<file path="config.mk">
export PLATFORM = sky130hd
export DESIGN_NAME = shift_reg_seq_ctrl_flat
export DESIGN_NICKNAME = d
export VERILOG_FILES = /design/src/rtl/shift_reg_pkg.sv /design/src/rtl/shift_reg_seq_ctrl_if.sv /design/src/rtl/rr_arb2.sv /design/src/rtl/shift_reg_seq_ctrl.sv /design/src/flat_wrapper.sv
export SDC_FILE = /design/constraint.sdc
export NUM_CORES = 1
export LEC_CHECK = 0
export CAP_MARGIN = 20
export CORE_UTILIZATION = 45
export CTS_BUF_LIST = sky130_fd_sc_hd__clkbuf_2 sky130_fd_sc_hd__clkbuf_4 sky130_fd_sc_hd__clkbuf_8
export CTS_CLUSTER_DIAMETER = 30
export DETAILED_ROUTE_END_ITERATION = 16
export PLACE_DENSITY_LB_ADDON = 0.08
export SLEW_MARGIN = 20
export SYNTH_ARGS = -nofsm -noshare
export SYNTH_HDL_FRONTEND = slang
export SYNTH_SLANG_ARGS = --single-unit
export TNS_END_PERCENT = 50
</file>
<file path="constraint.sdc">
create_clock -name clk -period 2 [get_ports clk]
set_input_delay 0.2 -clock clk [delete_from_list [all_inputs] [get_ports clk]]
set_output_delay 0.2 -clock clk [all_outputs]
set_load 0.05 [all_outputs]
</file>
<file path="src/rtl/shift_reg_pkg.sv">
// Shared types and constants for the 4-bit shift-register sequencer.
// The job record captures a request at accept time with its count already clamped.
package shift_reg_pkg;

  localparam int WIDTH = 4;
  localparam int CNT_W = 3;

  localparam logic DIR_RIGHT = 1'b0;
  localparam logic DIR_LEFT  = 1'b1;

  typedef enum logic [1:0] {
    IDLE  = 2'd0,
    LOAD  = 2'd1,
    SHIFT = 2'd2,
    DONE  = 2'd3
  } state_t;

  typedef struct packed {
    logic [WIDTH-1:0] data;
    logic             dir;
    logic [CNT_W-1:0] cnt;
    logic             fill;
    logic             id;
  } job_t;

  // Shifting more than WIDTH times gives the same result as WIDTH shifts.
  function automatic logic [CNT_W-1:0] clamp_cnt(input logic [CNT_W-1:0] cnt);
    logic [CNT_W-1:0] lim;
    lim = CNT_W'(WIDTH);
    if (cnt > lim) begin
      clamp_cnt = lim;
    end else begin
      clamp_cnt = cnt;
    end
  endfunction

  function automatic job_t make_job(
    input logic [WIDTH-1:0] data,
    input logic             dir,
    input logic [CNT_W-1:0] cnt,
    input logic             fill,
    input logic             id
  );
    job_t j;
    j.data = data;
    j.dir  = dir;
    j.cnt  = clamp_cnt(cnt);
    j.fill = fill;
    j.id   = id;
    return j;
  endfunction

endpackage

</file>
<file path="src/rtl/shift_reg_seq_ctrl_if.sv">
// Bundle of the two requester channels, the shift-register control bus and the result.
// slave = sequencer view, master = client plus register view.
interface shift_reg_seq_ctrl_if;
  import shift_reg_pkg::*;

  logic             req0_valid;
  logic             req0_ready;
  logic [WIDTH-1:0] req0_data;
  logic             req0_dir;
  logic [CNT_W-1:0] req0_cnt;
  logic             req0_fill;

  logic             req1_valid;
  logic             req1_ready;
  logic [WIDTH-1:0] req1_data;
  logic             req1_dir;
  logic [CNT_W-1:0] req1_cnt;
  logic             req1_fill;

  logic [WIDTH-1:0] sr_l;
  logic             sr_ld;
  logic             sr_r;
  logic             sr_lf;
  logic             sr_d;
  logic [WIDTH-1:0] sr_q;

  logic             busy;
  logic             done;
  logic             done_id;
  logic [WIDTH-1:0] dout;

  modport slave (
    input  req0_valid, req0_data, req0_dir, req0_cnt, req0_fill,
    input  req1_valid, req1_data, req1_dir, req1_cnt, req1_fill,
    output req0_ready, req1_ready,
    output sr_l, sr_ld, sr_r, sr_lf, sr_d,
    input  sr_q,
    output busy, done, done_id, dout
  );

  modport master (
    output req0_valid, req0_data, req0_dir, req0_cnt, req0_fill,
    output req1_valid, req1_data, req1_dir, req1_cnt, req1_fill,
    input  req0_ready, req1_ready,
    input  sr_l, sr_ld, sr_r, sr_lf, sr_d,
    output sr_q,
    input  busy, done, done_id, dout
  );

endinterface

</file>
<file path="src/rtl/rr_arb2.sv">
// Two-requester round-robin grant; the pointer flips to the other side on every accept.
// A grant is only issued while en is high, so a grant is an accept.
module rr_arb2 (
  input  logic clk,
  input  logic rst,
  input  logic en,
  input  logic valid0,
  input  logic valid1,
  output logic grant0,
  output logic grant1
);

  logic prio_r;
  logic pick1_s;

  // Pick a side: a lone requester wins, a tie goes to the pointer.
  always_comb begin
    pick1_s = 1'b0;
    if (valid0 && valid1) begin
      pick1_s = prio_r;
    end else if (valid1) begin
      pick1_s = 1'b1;
    end else begin
      pick1_s = 1'b0;
    end
    grant0 = en && valid0 && !pick1_s;
    grant1 = en && valid1 && pick1_s;
  end

  // Priority pointer: favour the side that was not just served.
  always_ff @(posedge clk) begin
    if (rst) begin
      prio_r <= 1'b0;
    end else if (grant0) begin
      prio_r <= 1'b1;
    end else if (grant1) begin
      prio_r <= 1'b0;
    end else begin
      prio_r <= prio_r;
    end
  end

endmodule

</file>
<file path="src/rtl/shift_reg_seq_ctrl.sv">
// Sequencer for the 4-bit shift register: arbitrates two job sources, then loads,
// shifts cnt times and reports the final register value with a one-cycle done pulse.
module shift_reg_seq_ctrl
  import shift_reg_pkg::*;
(
  input  logic                 clk,
  input  logic                 rst,
  shift_reg_seq_ctrl_if.slave  bus
);

  state_t           state_r;
  state_t           state_s;
  job_t             job_r;
  job_t             job_s;
  logic [CNT_W-1:0] rem_r;
  logic [CNT_W-1:0] rem_s;

  logic             arb_en_s;
  logic             grant0_s;
  logic             grant1_s;

  logic             sr_ld_r;
  logic             sr_r_r;
  logic             sr_lf_r;
  logic             sr_d_r;
  logic             busy_r;
  logic             done_r;
  logic [WIDTH-1:0] dout_r;

  // Reset wins over a same-cycle accept, so the arbiter is muted while rst is high.
  assign arb_en_s = (state_r == IDLE) && !rst;

  rr_arb2 u_arb (
    .clk    (clk),
    .rst    (rst),
    .en     (arb_en_s),
    .valid0 (bus.req0_valid),
    .valid1 (bus.req1_valid),
    .grant0 (grant0_s),
    .grant1 (grant1_s)
  );

  assign bus.req0_ready = grant0_s;
  assign bus.req1_ready = grant1_s;

  // Next state, job capture and remaining-shift count.
  always_comb begin
    state_s = state_r;
    job_s   = job_r;
    rem_s   = rem_r;
    case (state_r)
      IDLE: begin
        if (grant0_s) begin
          job_s   = make_job(bus.req0_data, bus.req0_dir, bus.req0_cnt, bus.req0_fill, 1'b0);
          state_s = LOAD;
        end else if (grant1_s) begin
          job_s   = make_job(bus.req1_data, bus.req1_dir, bus.req1_cnt, bus.req1_fill, 1'b1);
          state_s = LOAD;
        end else begin
          state_s = IDLE;
        end
      end
      LOAD: begin
        rem_s = job_r.cnt;
        if (job_r.cnt != {CNT_W{1'b0}}) begin
          state_s = SHIFT;
        end else begin
          state_s = DONE;
        end
      end
      SHIFT: begin
        rem_s = rem_r - CNT_W'(1);
        if (rem_r == CNT_W'(1)) begin
          state_s = DONE;
        end else begin
          state_s = SHIFT;
        end
      end
      DONE: begin
        state_s = IDLE;
      end
      default: begin
        state_s = IDLE;
      end
    endcase
  end

  // State, job and count registers.
  always_ff @(posedge clk) begin
    if (rst) begin
      state_r <= IDLE;
      job_r   <= '0;
      rem_r   <= {CNT_W{1'b0}};
    end else begin
      state_r <= state_s;
      job_r   <= job_s;
      rem_r   <= rem_s;
    end
  end

  // Outputs are registered from the next state so each strobe lines up with its state.
  always_ff @(posedge clk) begin
    if (rst) begin
      sr_ld_r <= 1'b0;
      sr_r_r  <= 1'b0;
      sr_lf_r <= 1'b0;
      sr_d_r  <= 1'b0;
      busy_r  <= 1'b0;
      done_r  <= 1'b0;
    end else begin
      sr_ld_r <= (state_s == LOAD);
      sr_r_r  <= (state_s == SHIFT) && (job_s.dir == DIR_RIGHT);
      sr_lf_r <= (state_s == SHIFT) && (job_s.dir == DIR_LEFT);
      sr_d_r  <= (state_s == SHIFT) && job_s.fill;
      busy_r  <= (state_s != IDLE);
      done_r  <= (state_s == DONE);
    end
  end

  // In DONE the register already holds the result of the last load or shift.
  always_ff @(posedge clk) begin
    if (rst) begin
      dout_r <= {WIDTH{1'b0}};
    end else if (state_r == DONE) begin
      dout_r <= bus.sr_q;
    end else begin
      dout_r <= dout_r;
    end
  end

  assign bus.sr_l    = job_r.data;
  assign bus.sr_ld   = sr_ld_r;
  assign bus.sr_r    = sr_r_r;
  assign bus.sr_lf   = sr_lf_r;
  assign bus.sr_d    = sr_d_r;
  assign bus.busy    = busy_r;
  assign bus.done    = done_r;
  assign bus.done_id = job_r.id;
  assign bus.dout    = dout_r;

endmodule

</file>
<file path="src/flat_wrapper.sv">
// flat-port wrapper written by rule: the top's interface ports become plain ports
module shift_reg_seq_ctrl_flat import shift_reg_pkg::*;
  (clk, rst, bus_req0_valid, bus_req0_data, bus_req0_dir, bus_req0_cnt, bus_req0_fill, bus_req1_valid, bus_req1_data, bus_req1_dir, bus_req1_cnt, bus_req1_fill, bus_req0_ready, bus_req1_ready, bus_sr_l, bus_sr_ld, bus_sr_r, bus_sr_lf, bus_sr_d, bus_sr_q, bus_busy, bus_done, bus_done_id, bus_dout);
  shift_reg_seq_ctrl_if bus_i ();
  input  logic clk;
  input  logic rst;
  input wire logic [$bits(bus_i.req0_valid)-1:0] bus_req0_valid;
  input wire logic [$bits(bus_i.req0_data)-1:0] bus_req0_data;
  input wire logic [$bits(bus_i.req0_dir)-1:0] bus_req0_dir;
  input wire logic [$bits(bus_i.req0_cnt)-1:0] bus_req0_cnt;
  input wire logic [$bits(bus_i.req0_fill)-1:0] bus_req0_fill;
  input wire logic [$bits(bus_i.req1_valid)-1:0] bus_req1_valid;
  input wire logic [$bits(bus_i.req1_data)-1:0] bus_req1_data;
  input wire logic [$bits(bus_i.req1_dir)-1:0] bus_req1_dir;
  input wire logic [$bits(bus_i.req1_cnt)-1:0] bus_req1_cnt;
  input wire logic [$bits(bus_i.req1_fill)-1:0] bus_req1_fill;
  output wire logic [$bits(bus_i.req0_ready)-1:0] bus_req0_ready;
  output wire logic [$bits(bus_i.req1_ready)-1:0] bus_req1_ready;
  output wire logic [$bits(bus_i.sr_l)-1:0] bus_sr_l;
  output wire logic [$bits(bus_i.sr_ld)-1:0] bus_sr_ld;
  output wire logic [$bits(bus_i.sr_r)-1:0] bus_sr_r;
  output wire logic [$bits(bus_i.sr_lf)-1:0] bus_sr_lf;
  output wire logic [$bits(bus_i.sr_d)-1:0] bus_sr_d;
  input wire logic [$bits(bus_i.sr_q)-1:0] bus_sr_q;
  output wire logic [$bits(bus_i.busy)-1:0] bus_busy;
  output wire logic [$bits(bus_i.done)-1:0] bus_done;
  output wire logic [$bits(bus_i.done_id)-1:0] bus_done_id;
  output wire logic [$bits(bus_i.dout)-1:0] bus_dout;
  assign bus_i.req0_valid = bus_req0_valid;
  assign bus_i.req0_data = bus_req0_data;
  assign bus_i.req0_dir = bus_req0_dir;
  assign bus_i.req0_cnt = bus_req0_cnt;
  assign bus_i.req0_fill = bus_req0_fill;
  assign bus_i.req1_valid = bus_req1_valid;
  assign bus_i.req1_data = bus_req1_data;
  assign bus_i.req1_dir = bus_req1_dir;
  assign bus_i.req1_cnt = bus_req1_cnt;
  assign bus_i.req1_fill = bus_req1_fill;
  assign bus_req0_ready = bus_i.req0_ready;
  assign bus_req1_ready = bus_i.req1_ready;
  assign bus_sr_l = bus_i.sr_l;
  assign bus_sr_ld = bus_i.sr_ld;
  assign bus_sr_r = bus_i.sr_r;
  assign bus_sr_lf = bus_i.sr_lf;
  assign bus_sr_d = bus_i.sr_d;
  assign bus_i.sr_q = bus_sr_q;
  assign bus_busy = bus_i.busy;
  assign bus_done = bus_i.done;
  assign bus_done_id = bus_i.done_id;
  assign bus_dout = bus_i.dout;
  shift_reg_seq_ctrl u_core (.clk(clk), .rst(rst), .bus(bus_i));
endmodule
</file>
Word level (Yosys, flattened, before mapping)
Index checks and enable logic that the tools add are counted.
Widths: inputs -> output; s select.
{ "word_totals": {"regBits": 26, "inputBits": 26, "output_inout_bits": 17, "elab_cells": 58} }
{ "classes": {"n_addsub": 1, "magnitude_cmp": 2, "n_eq_ne": 7, "mux": 15, "n_bitwise": 1, "reduce_logical": 17} }
{ "op_table": {"columns": ["op", "count"], "rows": [
  ["$mux 10", 2],
  ["$logic_and 1x1->1", 9],
  ["$eq 2x2->1 const B", 4],
  ["$pmux 2 s4", 1],
  ["$mux 1", 7],
  ["$gt 3x3->1 const B", 2],
  ["$mux 3", 2],
  ["$mux 6", 1],
  ["$pmux 3 s2", 1],
  ["$reduce_bool 2->1", 3],
  ["$eq 2x1->1 const B", 2],
  ["$eq 3x1->1 const B", 1],
  ["$reduce_bool 3->1", 1],
  ["$sub 3x1->3 const B", 1],
  ["$logic_not 1->1", 2],
  ["$logic_not 2->1", 1],
  ["$mux 2", 1],
  ["$reduce_and 2->1", 1],
  ["$not 1->1", 1]
]} }

Depth between registers and ports, before layout
Gate-level depths: netlist of run 1.
{ "depth": {"word_depth": 9, "depth_mapped": 7, "ltp_nobuf": 6} }

Modules after synthesis
A second synthesis of run 1 with hierarchy kept.
{ "unflattened": {"cells_unflattened": 127, "area_unflattened_um2": 1208.7} }
{ "modules_own_cells": {"columns": ["module", "n_inst", "cells_each", "area_each_um2", "seq_area_each_um2"], "rows": [
  ["shift_reg_seq_ctrl", 1, 119, 1153.6, 500.5],
  ["rr_arb2", 1, 8, 55.1, 20.0]
]} }

Worst setup path after synthesis of run 1
No wires, ideal clock.
{ "synth_timing": {"kind": "reg-to-reg", "from": "register u_core.state_r[0]", "to": "register u_core.sr_d_r, in the netlist u_core.bus.sr_d", "setup_time_ns": 0.116, "arrival_time_ns": 1.617, "t_required_ns": 1.884, "path_slack_ns": 0.268, "stages_incl_launch_ff": 8, "path_buffers": 1, "synth_period_minus_slack_ns": 1.732, "cell_sequence": "dfxtp_1 -> inv_1 -> ha_1 -> nor2b_4 -> and3_4 -> buf_6 -> a221o_1 -> and3_1"} }
{ "synth_between": {"word_cells_on_any_way": 17, "classes_between": "4 x eq/ne; 6 x mux; 7 x reduce/logical"} }
{ "synth_lines": {"columns": ["item", "line_no", "rtl"], "rows": [
  ["from (decl)", "shift_reg_seq_ctrl.sv:11", "state_t state_r;"],
  ["from (signal assigned)", "shift_reg_seq_ctrl.sv:95", "state_r <= state_s;"],
  ["$logic_not 2->1 (*)", "shift_reg_seq_ctrl.sv:31", "assign arb_en_s = (state_r == IDLE) && !rst;"],
  ["$logic_and 1x1->1 (*)", "shift_reg_seq_ctrl.sv:31", null],
  ["$logic_and 1x1->1 (*) (2 in a row)", "rr_arb2.sv:26", "grant0 = en && valid0 && !pick1_s;"],
  ["named net bus_req0_ready", "flat_wrapper.sv:17", "output wire logic [$bits(bus_i.req0_ready)-1:0] bus_req0_ready;"],
  ["$mux 2", "shift_reg_seq_ctrl.sv:53", "if (grant0_s) begin"],
  ["$pmux 2 s4", "shift_reg_seq_ctrl.sv:51", "case (state_r)"],
  ["$eq 2x2->1", "shift_reg_seq_ctrl.sv:114", "sr_d_r <= (state_s == SHIFT) && job_s.fill;"],
  ["$logic_and 1x1->1 (*)", "shift_reg_seq_ctrl.sv:114", null],
  ["to (signal assigned)", "shift_reg_seq_ctrl.sv:114", null],
  ["to (decl)", "shift_reg_seq_ctrl.sv:25", "logic sr_d_r;"]
]} }
The timed path passes the listed nets; every way through them passes the cells marked *. The select of a mux whose other input is x is not followed.
A chain may end at the register's enable or synchronous reset.

Worst setup path after layout of run 1
{ "layout_timing": {"from": "register u_core.state_r[1]", "to": "output bus_req1_ready"} }
{ "layout_between": {"elab_chain_len": 4} }
{ "layout_rtl": {"columns": ["item", "line_no", "rtl"], "rows": [
  ["$logic_not 2->1", "shift_reg_seq_ctrl.sv:31", null],
  ["$logic_and 1x1->1", "shift_reg_seq_ctrl.sv:31", null],
  ["$logic_and 1x1->1 (2 in a row)", "rr_arb2.sv:27", "grant1 = en && valid1 && pick1_s;"],
  ["to (decl)", "flat_wrapper.sv:18", "output wire logic [$bits(bus_i.req1_ready)-1:0] bus_req1_ready;"]
]} }
No other way between the ends.

==> run summary, run 1 <==
PortBufs - 42
register clock-pin slew on the reported worst setup and hold paths - 0.13 ns
DR pass1 iterations - 5
fin crit share - 94.1%
final core occ - 69.6%
endpoints failing setup - 0
post-synthesis register bit count - 26
P_leak - 0.626 nW
die width - 52.1 um
RSZ-0062 raised after global routing - false
ranking of synthesized cells by area - dfxtp_1, ha_1, a222oi_1
WL/cell - 13.0 um
WL final - 2.36 mm
Synth cell types - 34
number of synthesized flops with an enable pin - 0
initial antenna violation count - 0
worst vdd ir - 0.000963 V
Setup crit end kind - primary output
Initial Utilization - 49.1%
top cell type's share of synthesized area - 46.1%
Routability Congestion - 0.733
Mapped Nets - 148
Rel. slew slack - 66.7%
clock skew - 0.00510 ns
critical path arrival - 1.68 ns
CTS hold repair buffers - 0
asr flop ratio synth - 0%
Mapped Cells - 115
maxcap violations - 0
vias in the first global route - 833
gr ovfl total - 0
via density per instance - 5.34
Mapped Area - 1130 um^2
Worst Path Required - 1.80 ns
max-slew violations - 0
Synth top cells by count - dfxtp_1, nor2_1, ha_1, inv_1, a222oi_1
die area - 2710 um^2
first-iteration detailed-routing DRC count - 34
Chip Height - 52.1 um
Max Freq - 0.531 GHz
Overall Global Routing Usage - 18.3%
status - completed
Post-CTS Setup Inserts - 0
register area share after synthesis - 46.1%
core area - 2300 um^2
CTS Buffer Depth - 2
first-pass GRT wire length - 3.62 mm
area leader, netlist - dfxtp_1
ys flop type - dfxtp_1
worst slew pin tran - 0.498 ns
Power Density - 1240 nW/um^2
clk_lat worst skew - 0.32 ns
dpl hpwl - 1.79 mm
layout cell share with drive strength beyond 1 - 9.15%
DR DRC count - 0
Worst setup SP type - flop
Ys Warns - 0
total clock buffers created by CTS - 3
Tot Pwr - 1.99 mW
I/O pin cnt - 43
most common cell in the netlist - dfxtp_1
critical path peak fanout - 9
Row Count - 17
Antenna diodes - 0
number of clock sinks - 26
Post-layout nets - 187
H-tree Lvls - 1
Setup TNS - 0 ns
fin crit period - 1.88 ns
Hold Fails Final Rpt - 0
clk root buf - clkbuf_4
Mapped Avg Cell Area - 9.81 um^2
CTS tree - done
Hold Path Class - input port to flop
largest net degree at the start of global routing - 19
worst setup path class - flop to primary output
Vias - 967
Area Overhead vs Synth - 41.6%
antenna viol nets, final - 0
registers in the layout, summed over array words and instances (netlist names):
signal / count
u_core.bus.sr_lf: 1
u_core.bus.done: 1
u_core.job_r: 5
u_core.bus.dout: 4
u_core.bus.done_id: 1
u_core.u_arb.prio_r: 1
u_core.state_r: 2
u_core.bus.sr_r: 1
u_core.bus.sr_l: 4
u_core.bus.busy: 1
u_core.bus.sr_ld: 1
u_core.rem_r: 3
u_core.bus.sr_d: 1
kinds of logic (layout without fill, tap and decap cells):
kind of cell | count (synthesis) | count (layout) | synth area share, %
buffers and inverters | 18 | 56 | 8.76
multiplexers | 5 | 5 | 4.43
adder cells (fa/ha/maj) | 7 | 7 | 7.76
AO/OA/AOI/OAI | 26 | 26 | 17.3
flip-flops | 26 | 26 | 46.1
AND/OR/NAND/NOR | 33 | 33 | 15.6
where the power goes:
group | internal (mW) | leakage, nW | switching (mW)
combinational | 0.432 | 0.393 | 0.601
clock | 0.111 | 0.0210 | 0.146
sequential | 0.638 | 0.212 | 0.0607
total | 1.18 | 0.626 | 0.808
worst max-delay path: stages (launching register included):
cell     delay, ns
dfxtp_1       0.36
inv_1         0.10
ha_2          0.23
nor2b_4       0.18
and3_4        0.21
buf_6         0.14
buf_12        0.14
cells in the final DEF, fill, tap and decap left out, types with 2 or more instances in the layout:
cell / count
o21ai_0: 3
a32oi_1: 2
nand3b_1: 2
and3_4: 2
dfxtp_1: 26
nand2_1: 4
a21oi_1: 5
ha_1: 6
mux2i_1: 5
and3_1: 3
clkdlybuf4s50_1: 40
nor2b_1: 2
nor2_1: 15
o21ai_1: 2
a222oi_1: 6
clkbuf_4: 3
inv_1: 7
buf_12: 2
stage by stage:
stage | hold slack (ns) | instance area [um^2] | worst slack [ns] | std cells
2_1_floorplan | 0.320 | 1130 | 0.268 | 115
3_3_place_gp | 0.473 | 1550 | 0.260 | 177
3_5_place_dp | 0.479 | 1550 | 0.178 | 177
4_1_cts | 0.449 | 1590 | 0.00644 | 181
5_1_grt | 0.439 | 1600 | 0.0173 | 181
6_report | 0.462 | 1600 | 0.117 | 181
path summary, 6_finish.rpt:
path                                                         to  slack (ns)                             from  cells after the start
worst min-delay path               u_core.job_r[2]$_SDFFE_PP0P_        0.46                  bus_req0_cnt[0]                      3
worst max register to register       u_core.bus.sr_r$_SDFF_PP0_        0.27     u_core.state_r[0]$_SDFF_PP0_                      6
worst max-delay path                             bus_req1_ready        0.12     u_core.state_r[1]$_SDFF_PP0_                      6
worst min register to register  u_core.bus.done_id$_SDFFE_PP0P_        0.51  u_core.bus.done_id$_SDFFE_PP0P_                      1
what timing repair did:
action                     4_1_cts  5_1_grt
setup endpoints to repair        0        1
resized for setup                0        3
hold endpoints to repair         0        0
per-layer routing:
layer	vias to the layer above	share of wire (%)	global-route usage, %
met3	2	4.3	6.14
li1	483	-	-
met2	26	51	32.7
met1	456	44	21.2
met4	0	0.51	2.70
met5	-	0	0
area by class of cell:
type	instances	area [um^2]
timing repair buffer	44	459
tap	28	35.0
clock buffer	4	36.3
sequential	26	520
fill	191	699
inverter	8	30.0
multi-input combinational	71	517
Note: power is estimated with default switching activity, not from simulation.
==> inputs of run 2 (changes only) <==
--- a/config.mk
+++ b/config.mk
@@ -5,7 +5,7 @@
 export SDC_FILE = /design/constraint.sdc
 export NUM_CORES = 1
 export LEC_CHECK = 0
-export CAP_MARGIN = 20
+export CORE_MARGIN = 2
 export CORE_UTILIZATION = 45
 export CTS_BUF_LIST = sky130_fd_sc_hd__clkbuf_2 sky130_fd_sc_hd__clkbuf_4 sky130_fd_sc_hd__clkbuf_8
 export CTS_CLUSTER_DIAMETER = 30
==> run 2 against run 1 <==
Effect of this change:
- power rose by 8.2%
- sequential share of layout area shrank 0.65 points
- sequential power about the same
==> run summary, run 2 (synthesized netlist as in run 1, its figures left out) <==
status - completed
worst vdd ir - 0.000866 V
Hold Path Class - input port to flop
Largest register FFs - 5
layout cell share with drive strength beyond 1 - 9.74%
fin crit share - 95.0%
CTS Buffer Depth - 2
CTS tree - done
final core occ - 67.0%
Hold Fails Final Rpt - 0
fin cells - 184
Worst Path Required - 1.80 ns
Rel. slew slack - 65.8%
worst setup path class - flop to primary output
Row Count - 18
max-slew violations - 0
Routability Congestion - 0.735
die width - 54.1 um
critical path arrival - 1.70 ns
vias in the first global route - 926
RSZ-0062 raised after global routing - false
first-pass GRT wire length - 4.16 mm
Chip Height - 54.1 um
antenna viol nets, final - 0
Antenna diodes - 0
Overall Global Routing Usage - 20.1%
total clock buffers created by CTS - 3
endpoints failing setup - 0
Vias - 965
Slowest-stage cell, CP - dfxtp_1
Area Overhead vs Synth - 44.5%
Post-CTS Setup Inserts - 0
cell-by-cell trace of the critical path - inv_1 -> ha_4 -> nor2b_4 -> and3_2 -> buf_6 -> buf_12
worst slew pin tran - 0.511 ns
Post-layout nets - 188
H-tree Lvls - 1
WL final - 2.58 mm
Initial Utilization - 46.4%
fillers - 208
die area - 2920 um^2
DR pass1 iterations - 4
WL/cell - 14.0 um
dpl hpwl - 1.95 mm
Power Density - 1320 nW/um^2
DR DRC count - 0
first-iteration detailed-routing DRC count - 26
register clock-pin slew on the reported worst setup and hold paths - 0.13 ns
Worst Hold Depth - 3
core area - 2430 um^2
Setup TNS - 0 ns
fin crit period - 1.90 ns
r2r worst-path depth - 6
commonest non-fill, non-tap cell in the layout - clkdlybuf4s50_1
Setup crit end kind - primary output
gr ovfl total - 0
Worst setup SP type - flop
P_leak - 0.641 nW
critical path peak fanout - 8
largest net degree at the start of global routing - 16
PortBufs - 42
R2R setup slack - 0.22 ns
clk_lat worst skew - 0.33 ns
initial antenna violation count - 0
Largest Register - u_core.job_r
I/O pin cnt - 43
clk root buf - clkbuf_4
area of the multi-input gates - 523 um^2
Placed Cells - 180
number of clock sinks - 26
most frequent cells in the layout - clkdlybuf4s50_1, dfxtp_1, nor2_1
via density per instance - 5.24
Max Freq - 0.526 GHz
CTS hold repair buffers - 0
clock skew - 0.00748 ns
delay of the slowest critical-path stage - 0.36 ns
FF/Latch Area - 520 um^2
maxcap violations - 0
==> run 2: power by group <==
group / switching (mW) / internal, mW / leakage [nW]
clock network: 0.159 / 0.203 / 0.0279
logic: 0.630 / 0.462 / 0.401
registers: 0.0605 / 0.637 / 0.212
==> run 2: repair_timing <==
item / 4_1_cts / 5_1_grt
setup endpoints to repair: 1 / 1
resized for setup: 1 / 3
pin swaps: 0 / 0
==> run 2: worst paths after layout <==
path                                        start                         endpoint
hold / removal                    bus_req0_cnt[0]     u_core.job_r[2]$_SDFFE_PP0P_
setup reg to reg     u_core.state_r[0]$_SDFF_PP0_       u_core.bus.sr_r$_SDFF_PP0_
setup / recovery     u_core.state_r[0]$_SDFF_PP0_                   bus_req1_ready
hold reg to reg   u_core.bus.done_id$_SDFFE_PP0P_  u_core.bus.done_id$_SDFFE_PP0P_
==> run 2: through the flow <==
step / setup slack [ns] / total power [mW] / area, um^2 / hold slack, ns
final: 0.101 / 2.15 / 1630 / 0.445
after global routing: 0.0344 / 2.28 / 1630 / 0.450
after CTS: 0.0177 / 2.12 / 1620 / 0.447
after detailed placement: 0.171 / 1.74 / 1560 / 0.481
after global placement: 0.245 / 1.71 / 1560 / 0.463
after floorplan: 0.268 / 1.44 / 1130 / 0.320
==> run 2: layout make-up <==
cell class	instances	area share, %
Inverter	8	1.84
Tap cell	30	2.30
Sequential cell	26	31.9
Clock inverter	1	1.84
Timing Repair Buffer	45	28.6
Multi-Input combinational cell	71	32.1
Clock buffer	3	1.38
==> run 2: critical path: cells and delay by family (launching register included) <==
| kind | cells | cell delay (ns) |
|---|---|---|
| fa+ha+maj | 1 | 0.17 |
| buf+inv | 3 | 0.44 |
| flops | 1 | 0.36 |
| simple gates | 2 | 0.40 |
==> run 2: per-layer routing <==
metal	part of all wire, %	wire, um	global-route usage [%]
met3	6.2	160	2.50
met2	50	1290	36.2
met5	0	0	0
met4	1.0	27	7.50
met1	43	1100	24.1
==> inputs of run 3 (changes only) <==
--- a/config.mk
+++ b/config.mk
@@ -10,7 +10,7 @@
 export CTS_BUF_LIST = sky130_fd_sc_hd__clkbuf_2 sky130_fd_sc_hd__clkbuf_4 sky130_fd_sc_hd__clkbuf_8
 export CTS_CLUSTER_DIAMETER = 30
 export DETAILED_ROUTE_END_ITERATION = 16
-export PLACE_DENSITY_LB_ADDON = 0.08
+export PLACE_DENSITY_LB_ADDON = 0.2
 export SLEW_MARGIN = 20
 export SYNTH_ARGS = -nofsm -noshare
 export SYNTH_HDL_FRONTEND = slang
==> run 3 against run 2 <==
Effect of this change:
- sequential share of layout area stayed put
- design area is the same
- critical path depth did not move
- largest cell class unchanged
- largest power group unchanged
==> run summary, run 3 (synthesized netlist as in run 1, its figures left out) <==
Area Overhead vs Synth - 44.5%
Worst setup SP type - flop
crit path from - u_core.state_r[0]$_SDFF_PP0_
Largest Register - u_core.job_r
total clock buffers created by CTS - 3
initial antenna violation count - 0
endpoints failing setup - 0
number of clock sinks - 26
Max Freq - 0.526 GHz
CTS Buffer Depth - 2
Setup TNS - 0 ns
Antenna diodes - 0
Post-layout nets - 188
R2R setup slack - 0.25 ns
Chip Height - 54.1 um
Hold Path Class - input port to flop
P_int - 1.30 mW
PortBufs - 42
largest net degree at the start of global routing - 19
DR pass1 iterations - 4
P_leak - 0.639 nW
FF/Latch Area - 520 um^2
switching power total - 828 uW
vias in the first global route - 846
Routability Congestion - 0.774
fin crit share - 95.0%
fillers - 207
critical path arrival - 1.70 ns
gr ovfl total - 0
Tot Pwr - 2.13 mW
Largest register FFs - 5
clk root buf - clkbuf_4
H-tree Lvls - 1
worst setup path class - flop to primary output
status - completed
Flop pwr share - 32.8%
Rel. slew slack - 66.2%
clock skew - 0.00921 ns
clock group share of total power - 16.5%
CTS tree - done
CTS hold repair buffers - 0
first-pass GRT wire length - 3.72 mm
via density per instance - 5.27
Vias - 969
I/O pin cnt - 43
most frequent cells in the layout - clkdlybuf4s50_1, dfxtp_1, nor2_1
Hold Fails Final Rpt - 0
DR DRC count - 0
layout cell share with drive strength beyond 1 - 9.74%
antenna viol nets, final - 0
RSZ-0062 raised after global routing - false
Net Sw Frac - 38.9%
Row Count - 18
worst slew pin tran - 0.506 ns
Comb pwr share - 50.8%
end of the critical path - bus_req1_ready
area of the multi-input gates - 527 um^2
fin crit period - 1.90 ns
clk_lat worst skew - 0.32 ns
Critical R2R Launch - u_core.state_r[0]$_SDFF_PP0_
Power Density - 1310 nW/um^2
worst vdd ir - 0.000801 V
Overall Global Routing Usage - 17.9%
die width - 54.1 um
Worst Path Required - 1.80 ns
max-slew violations - 0
WL final - 2.47 mm
commonest non-fill, non-tap cell in the layout - clkdlybuf4s50_1
core area - 2430 um^2
Setup crit end kind - primary output
Initial Utilization - 46.4%
FF-to-FF End - u_core.bus.sr_r$_SDFF_PP0_
dpl hpwl - 1.87 mm
first-iteration detailed-routing DRC count - 23
register clock-pin slew on the reported worst setup and hold paths - 0.14 ns
maxcap violations - 0
die area - 2920 um^2
critical path peak fanout - 8
WL/cell - 13.4 um
r2r worst-path depth - 6
==> run 3: cell counts in the layout (fill, tap and decap cells not counted) <==
No cell type changed its count.
==> run 3: layer usage <==
layer	global-route usage [%]	share of wire [%]	up-vias
met5	0	0	-
met4	7.92	0.53	0
met3	2.78	3.9	2
met2	29.9	50	25
met1	22.6	46	459
li1	-	-	483
==> run 3: power groups by stage <==
stage	Clock, mW	Combinational [mW]	Sequential (mW)
floorplan	0	0.582	0.855
global placement	0	1.00	0.704
detailed placement	0	1.02	0.711
CTS	0.368	1.04	0.698
global route	0.381	1.17	0.712
finish	0.351	1.08	0.697
==> run 3: worst max-delay path, stage by stage (launching register included) <==
cell and delay (ns):
dfxtp_1 0.35, inv_1 0.14, ha_4 0.17, nor2b_4 0.17, and3_4 0.22, buf_4 0.17
buf_12 0.14
==> run 3: final cells by class <==
cell class / count / area share, %
multi-input cells: 71 / 32.3
flip-flops and latches: 26 / 31.9
repair buffers: 45 / 28.4
well taps: 30 / 2.30
clock inverters: 1 / 1.84
inverters: 8 / 1.84
clock buffers: 3 / 1.38
==> run 3: repair_timing <==
item	CTS	global route
buffers inserted	0	0
endpoints found under the setup margin	1	1
gates resized for setup	1	2
hold endpoints to repair	0	0
cloned	0	0
==> run 3: worst min path at each step <==
stage,depth (start not counted),from,slack [ns],end
after floorplan,1,bus_req1_valid,0.32,u_core.u_arb.prio_r$_SDFFE_PP0P_
after global placement,2,u_core.bus.dout[3]$_SDFFE_PP0N_,0.48,u_core.bus.dout[3]$_SDFFE_PP0N_
after detailed placement,1,u_core.bus.done_id$_SDFFE_PP0P_,0.47,u_core.bus.done_id$_SDFFE_PP0P_
after CTS,3,bus_req0_cnt[1],0.44,u_core.job_r[3]$_SDFFE_PP0P_
after global routing,3,bus_req0_cnt[1],0.44,u_core.job_r[3]$_SDFFE_PP0P_
final,3,bus_req0_cnt[1],0.46,u_core.job_r[3]$_SDFFE_PP0P_
==> run 3: per-stage QoR <==
stage          cells  utilization, %  hold WS (ns)  setup slack (ns)  cell area (um^2)
6_report         184            67.0         0.455            0.0998              1630
3_5_place_dp     180            64.1         0.474             0.146              1560
5_1_grt          184            67.0         0.439            0.0281              1630
4_1_cts          184            66.4         0.438           0.00956              1620
3_3_place_gp     180            64.1         0.475             0.221              1560
2_1_floorplan    115               -         0.320             0.268              1130
